File: src/rtl/clk_div_pkg.sv
// Shared clock-divider constants and the half-period count helper.
// Imported by the slow-clock generators in this slice.
package clk_div_pkg;

    localparam int unsigned SYS_CLK_FREQ_HZ = 100_000_000;
    localparam int unsigned BLINK_PERIOD_MS = 500;

    // Divide by 1000 first so the intermediate product stays in 32 bits
    function automatic int unsigned half_count(
        input int unsigned freq_hz,
        input int unsigned period_ms
    );
        return freq_hz / 1000 * period_ms / 2;
    endfunction

endpackage

File: src/rtl/clock_half_sec.sv
// Divides clk down to a 50%-duty square wave clock_half.
// Also emits clk-domain strobes on each clock_half edge.
module clock_half_sec
    import clk_div_pkg::*;
#(
    parameter int unsigned CLK_FREQ_HZ = SYS_CLK_FREQ_HZ,
    parameter int unsigned PERIOD_MS   = BLINK_PERIOD_MS
) (
    input  logic clk,
    input  logic rst_n,
    input  logic en,
    output logic clock_half,
    output logic tick_rise,
    output logic tick_fall
);

    localparam int unsigned HALF_COUNT = half_count(CLK_FREQ_HZ, PERIOD_MS);
    localparam int unsigned CNT_W =
        (HALF_COUNT > 1) ? $clog2(HALF_COUNT) : 1;
    localparam logic [CNT_W-1:0] LAST = CNT_W'(HALF_COUNT - 1);

    generate
        if (HALF_COUNT < 1) begin : g_bad_count
            $error("clock_half_sec: HALF_COUNT must be at least 1");
        end
    endgenerate

    logic [CNT_W-1:0] cnt;

    always_ff @(posedge clk or negedge rst_n) begin
        if (!rst_n) begin
            cnt        <= '0;
            clock_half <= 1'b0;
            tick_rise  <= 1'b0;
            tick_fall  <= 1'b0;
        end else begin
            tick_rise <= 1'b0;
            tick_fall <= 1'b0;
            if (en) begin
                if (cnt == LAST) begin
                    cnt        <= '0;
                    clock_half <= ~clock_half;
                    // Strobe lines up with the new clock_half value
                    tick_rise  <= ~clock_half;
                    tick_fall  <= clock_half;
                end else begin
                    cnt <= cnt + CNT_W'(1);
                end
            end
        end
    end

    a_tick_excl: assert property (
        @(posedge clk) disable iff (!rst_n) !(tick_rise && tick_fall)
    );

    a_cnt_range: assert property (
        @(posedge clk) disable iff (!rst_n) cnt <= LAST
    );

endmodule

File: config.mk
export PLATFORM = sky130hd
export DESIGN_NAME = clock_half_sec
export DESIGN_NICKNAME = d
export VERILOG_FILES = /design/src/rtl/clk_div_pkg.sv /design/src/rtl/clock_half_sec.sv
export SDC_FILE = /design/constraint.sdc
export NUM_CORES = 1
export LEC_CHECK = 0
export BUFFER_PORTS_ARGS = -buffer_cell sky130_fd_sc_hd__buf_4
export CORE_MARGIN = 2
export CORE_UTILIZATION = 55
export CTS_BUF_LIST = sky130_fd_sc_hd__clkbuf_4
export CTS_CLUSTER_SIZE = 16
export DETAILED_ROUTE_END_ITERATION = 8
export PLACE_DENSITY = 0.78
export SYNTH_ARGS = -nofsm -noshare
export SYNTH_HDL_FRONTEND = slang
export SYNTH_SLANG_ARGS = --single-unit
export TNS_END_PERCENT = 50
File: constraint.sdc
create_clock -name clk -period 2.2 [get_ports clk]
set_clock_uncertainty 0.05 [all_clocks]
set_input_delay 0.22 -clock clk [delete_from_list [all_inputs] [get_ports clk]]
set_output_delay 0.22 -clock clk [all_outputs]
set_load 0.05 [all_outputs]
==> flow_summary.ini, run 1 <==
[die]
die-area_mm2 = 0.003046
fp.coreArea_mm2 = 0.002477
row_count = 18
initial_core_util_pct = 58.18
die_w_um = 55.19
die_h_um = 55.19
pin_count = 6

[logic_synthesis]
seq_area_frac_synth_pct = 48.61
synth.most_common_cell = dfrtp_1
syn_nets = 153
async_flop_share_pct = 100.0
synth-edff-count = 0
ys_ff_latch = 28
avgSynthCellArea_um2 = 9.674
yosysTopAreaCell = dfrtp_1
synth_ff_type = dfrtp_1
syn-instance-count = 149
yosys_warnings = 0
synth_area_mm2 = 0.001441
yosysUniqueCellTypes = 32
synth_area_leaders = dfrtp_1, nand4_1, xnor2_1, nand2_1, xor2_1
yosys-top-cells-count = dfrtp_1, nand2_1, nand4_1, a21oi_1
synth.top_cell.area_share_pct = 48.61

[sta]
fmax_ghz = 0.5156
max-slew-margin-rel_pct = 73.79
grt_setup_unrepaired = false
period_needed_ns = 1.940
fin_crit_sh_pct = 88.17
worst_pin_slew_ns = 0.3901
finalSetupViolCount = 0
hold-worst-slack_ns = 0.1655
final_max_slew_viol_count = 0
setup_tns_ns = 0
finalHoldViolCount = 0

[power]
leakage_nw = 0.6454
max-vdd-ir-drop_v = 0.0005382
swShare_pct = 32.24
p_total_mw = 1.041
power_density_mw_per_mm2 = 670.4
internal_power_mw = 0.7054
seqPwrFrac_pct = 62.9
clock_power_share_pct = 19.7
p_switching_mw = 0.3356
combPwrFrac_pct = 17.4

[detailed_routing]
avgRoutedWirePerCell_um = 17.01
post-route-drc-count = 0
vias = 1235
routed_via_density = 6.604
antenna_left = 0
drt_wl_total_um = 3181
first_iter_violations = 34
dr.pass1.iters = 4

[clock_tree]
clk_latency_ns = 0.32
clock-sinks = 28
clk_pin_slew_ns = 0.14
cts_buffer_depth = 2
cts_post_setup_buffers_inserted = 0
cts_tree = done
cts_made_buffers = 3
cts.htree.levels = 1
cts_root_buf = clkbuf_4

[setup_path]
start_kind = flop
worstSetupPathType = flop to flop
r2r-end = cnt[19]
crit_start = cnt[7]
r2r-start = cnt[7]
cp_data_required_time_ns = 2.41
r2r_slack_ns = 0.26
r2r_cells = 4
cp.arrival_ns = 2.15
crit_path_end_kind = flop
crit_path_max_fanout = 6

[finish]
multi_input_area_um2 = 710.7
seq_area_um2 = 700.7
final_core_util_pct = 62.68
num-nets-final = 163
drive_gt1_share_pct = 9.554
syn_to_final_growth_pct = 7.726
diodes = 0
final.fill_count = 203

[global_route]
gr-total-overflow = 0
grt_pass1_vias = 1180
use_met3_pct = 3.495
grt_max_degree = 29
track_usage_pct = 25.21
grt-busiest-layer = met2
use_met1_pct = 31.78
grt_pass1_wl_um = 5347
antenna_found_initial = 0
globalRouteMet2Util_pct = 42.06

[worst_hold_path]
min_to = cnt[0]
hold_path.class = input pin to flop
whs_path_depth = 3
min_from = en

[flow_run]
maxCapViolations = 0

[placed_design]
gp_congestion = 0.8704
hpwl_um = 2382
portBuffers = 5

[run_status]
status = finished, final reports clean
-- cell families after synthesis --
| logic type | count (synthesis) | share of synthesized area, % |
|---|---|---|
| compound gates | 24 | 10.16 |
| xor+xnor | 13 | 7.899 |
| fa+ha+maj | 1 | 0.8679 |
| buf+inv | 7 | 2.083 |
| flops | 28 | 48.61 |
| simple gates | 76 | 30.38 |
-- cell usage in the layout, fill, tap and decap left out, drive strengths merged --
cell type / n
dlygate4sd3: 1
nand3: 5
clkbuf: 3
o31ai: 5
ha: 1
and4: 2
nand2: 16
nor2b: 2
buf: 8
a21oi: 9
xor2: 6
nor4: 4
nor4b: 2
o2bb2ai: 1
or3: 5
o21ai: 6
dfrtp: 28
o211ai: 1
nand2b: 2
nand4: 14
nor3: 4
xnor2: 7
inv: 3
and3: 5
and2: 1
or4: 7
a31o: 1
nor2: 7
o221ai: 1
-- power groups by stage --
stage | logic, mW | registers [mW] | clock network [mW]
after global routing | 0.203 | 0.665 | 0.226
after CTS | 0.182 | 0.652 | 0.209
final | 0.181 | 0.655 | 0.205
after detailed placement | 0.179 | 0.661 | 0
after floorplan | 0.147 | 0.630 | 0
after global placement | 0.170 | 0.655 | 0
-- metrics by stage --
| step | cell area, µm² | setup WS (ns) | std cells |
|---|---|---|---|
| after global routing | 1553 | 0.2071 | 187 |
| after floorplan | 1441 | 0.4705 | 149 |
| after CTS | 1553 | 0.2816 | 187 |
| after detailed placement | 1520 | 0.3246 | 183 |
| after global placement | 1520 | 0.3800 | 183 |
| final | 1553 | 0.2603 | 187 |
-- worst max-delay path by stage --
stage	to	depth (start not counted)	slack, ns
after floorplan	cnt[22]	5	0.47
after global placement	cnt[22]	4	0.38
after detailed placement	cnt[19]	4	0.32
after CTS	cnt[22]	4	0.28
after global routing	cnt[22]	4	0.21
final	cnt[19]	4	0.26
-- critical path: stages (launching register included) --
cell and delay, ns:
dfrtp_1 0.49, nand4_1 0.24, or4_1 0.58, or3_1 0.37
a21oi_1 0.15
-- routing by layer --
metal | part of all wire (%) | vias up
met1 | 42 | 602
met4 | 3.2 | 0
li1 | - | 576
met2 | 49 | 45
met3 | 5.8 | 12
met5 | 0 | -
-- flip-flops by register name (all words and copies together) (netlist names) --
name / count
cnt: 25
tick_fall: 1
clock_half: 1
tick_rise: 1
-- final cells by class --
cell class                 instances  share of cell area (%)
sequential                        28                   45.12
clock buffer                       3                   1.450
inverter                           3                  0.7252
tap                               30                   2.417
multi-input combinational        114                   45.77
timing repair buffer               9                   4.512
-- timing repair --
action | in CTS | in global routing
endpoints found under the hold margin | 28 | 0
resized for setup | 0 | 0
hold buffers | 1 | 0
No activity file was read; power rests on OpenSTA's default activity.
==> run 2, diff against run 1 <==
PLACE_DENSITY = 0.81   (was 0.78)
clock period = 1.7 ns   (was 2.2 ns; I/O delays follow)
==> run 2 against run 1 <==
  * The run now ends with DRC, setup timing left
  * Critical path depth rose by 1
  * Clock power rose by 120%
  * Combinational power rose by 150%
  * Final cell count rose by 24%
  * Register-to-register slack got worse by 0.42 ns
  * Via count rose by 20%
  * Non-clock buffer count rose by 44
  * Sequential power rose by 24%
  * Global-route usage rose by 5.2 points
  * Die area did not move
==> flow_summary.ini, run 2 (synthesis gave the netlist of run 1 again) <==
[detailed_routing]
drt_wl_total_um = 4502
dr_wl_met3_um = 274
post-route-drc-count = 1
first_iter_violations = 61
vias = 1482
route.met2.wl_um = 2287
routed_via_density = 6.388
antenna_left = 0
avgRoutedWirePerCell_um = 19.41
dr.max_layer_used = met4
met1_length_um = 1791
dr.pass1.iters = 6

[run_status]
status = complete, but fails checks
violations = DRC, setup timing

[placed_design]
hpwl_um = 2650
placed_cell_area_mm2 = 0.001723
post-place-ws_ns = -0.1200
portBuffers = 5
gp_congestion = 0.9183

[sta]
final_max_slew_viol_count = 0
fin_crit_sh_pct = 109.2
hold-worst-slack_ns = 0.1998
layout_setup_ws_ns = -0.1563
finalSetupViolCount = 10
worst_pin_slew_ns = 0.3586
finalHoldViolCount = 0
fmax_ghz = 0.5387
max-slew-margin-rel_pct = 76.10
grt_setup_unrepaired = true
period_needed_ns = 1.856
setup_tns_ns = -0.7700

[clock_tree]
cts_root_buf = clkbuf_4
cts_buffer_depth = 2
cts_made_buffers = 3
cts_tree = done
clk_pin_slew_ns = 0.15
clock-sinks = 28
clk_latency_ns = 0.34
cts.htree.levels = 1

[setup_path]
r2r_cells = 5
crit_path_end_kind = flop
cp_data_required_time_ns = 1.94
r2r_slack_ns = -0.16
r2r-end = cnt[19]
cp.arrival_ns = 2.10
r2r-start = cnt[9]
cp-endpoint = cnt[19]
crit_path_max_fanout = 3
worstSetupPathType = flop to flop
start_kind = flop
crit_start = cnt[9]

[global_route]
track_usage_pct = 30.46
grt_pass1_wl_um = 6423
gr-total-overflow = 0
antenna_found_initial = 0
grt_max_degree = 29
grt_pass1_vias = 1432

[flow_run]
maxCapViolations = 0

[die]
row_count = 18
die_w_um = 55.19
die-area_mm2 = 0.003046
fp.coreArea_mm2 = 0.002477
die_h_um = 55.19
pin_count = 6
initial_core_util_pct = 58.18

[finish]
layout_commonest_cell = buf_4
drive_gt1_share_pct = 42.57
largest_reg_flops = 25
syn_to_final_growth_pct = 43.14
top_register = cnt
final_core_util_pct = 83.28
layout_common_cells = buf_4, dfrtp_1, nand2_1, nand4_1, xnor2_1
final_cell_area_mm2 = 0.002063
diodes = 0
num-nets-final = 207

[power]
max-vdd-ir-drop_v = 0.001271
power_density_mw_per_mm2 = 825.5
leakage_nw = 0.9148

[worst_hold_path]
hold_path.class = input pin to asynchronous set/reset pin
## run 2: changes by cell type in the layout (fill, tap and decap cells not counted), sizes merged
cell,delta
buf,+44
bufinv,+1
## run 2: through the flow
step	std cells	power, mW
global route	232	1.791
finish	232	1.703
global placement	210	1.148
CTS	225	1.651
floorplan	149	1.005
detailed placement	210	1.170
## run 2: worst min-delay path by stage
stage / to / cells after the start / start
detailed placement: cnt[20] / 1 / rst_n
global route: cnt[5] / 3 / en
floorplan: clock_half / 0 / rst_n
finish: tick_rise / 2 / rst_n
CTS: cnt[5] / 3 / en
global placement: tick_fall / 1 / rst_n
## run 2: repair_timing
item,4_1_cts,5_1_grt
gates cloned,1,0
pin swaps,10,14
setup buffers,10,8
gates resized for setup,12,24
hold buffers,1,0
endpoints found under the hold margin,28,0
setup endpoints to repair,11,22
## run 2: critical path, cell delays in order, from the launching register on
cell and delay [ns]:
dfrtp_1 0.42, buf_4 0.13, nand4_1 0.12, or4_4 0.54
or3_4 0.40, a21oi_2 0.14
## run 2: metal layers
metal	global-route usage (%)	vias to the layer above
met2	54.56	76
met5	0	-
li1	-	670
met4	13.82	0
met1	35.51	714
met3	4.839	22
## run 2: area by class of cell
class | count | area (µm²)
clock buffers | 3 | 22.52
clock inverters | 1 | 30.03
fillers | 133 | 414.1
inverters | 3 | 11.26
multi-input cells | 114 | 844.6
flip-flops and latches | 28 | 701.9
well taps | 30 | 37.54
repair buffers | 53 | 415.4
## run 2: report_power, final
group          switching [mW]  internal [mW]  total, mW
clock                   0.207          0.239      0.446
combinational           0.231          0.213      0.445
sequential             0.0772          0.735      0.812
total                   0.516           1.19       1.70
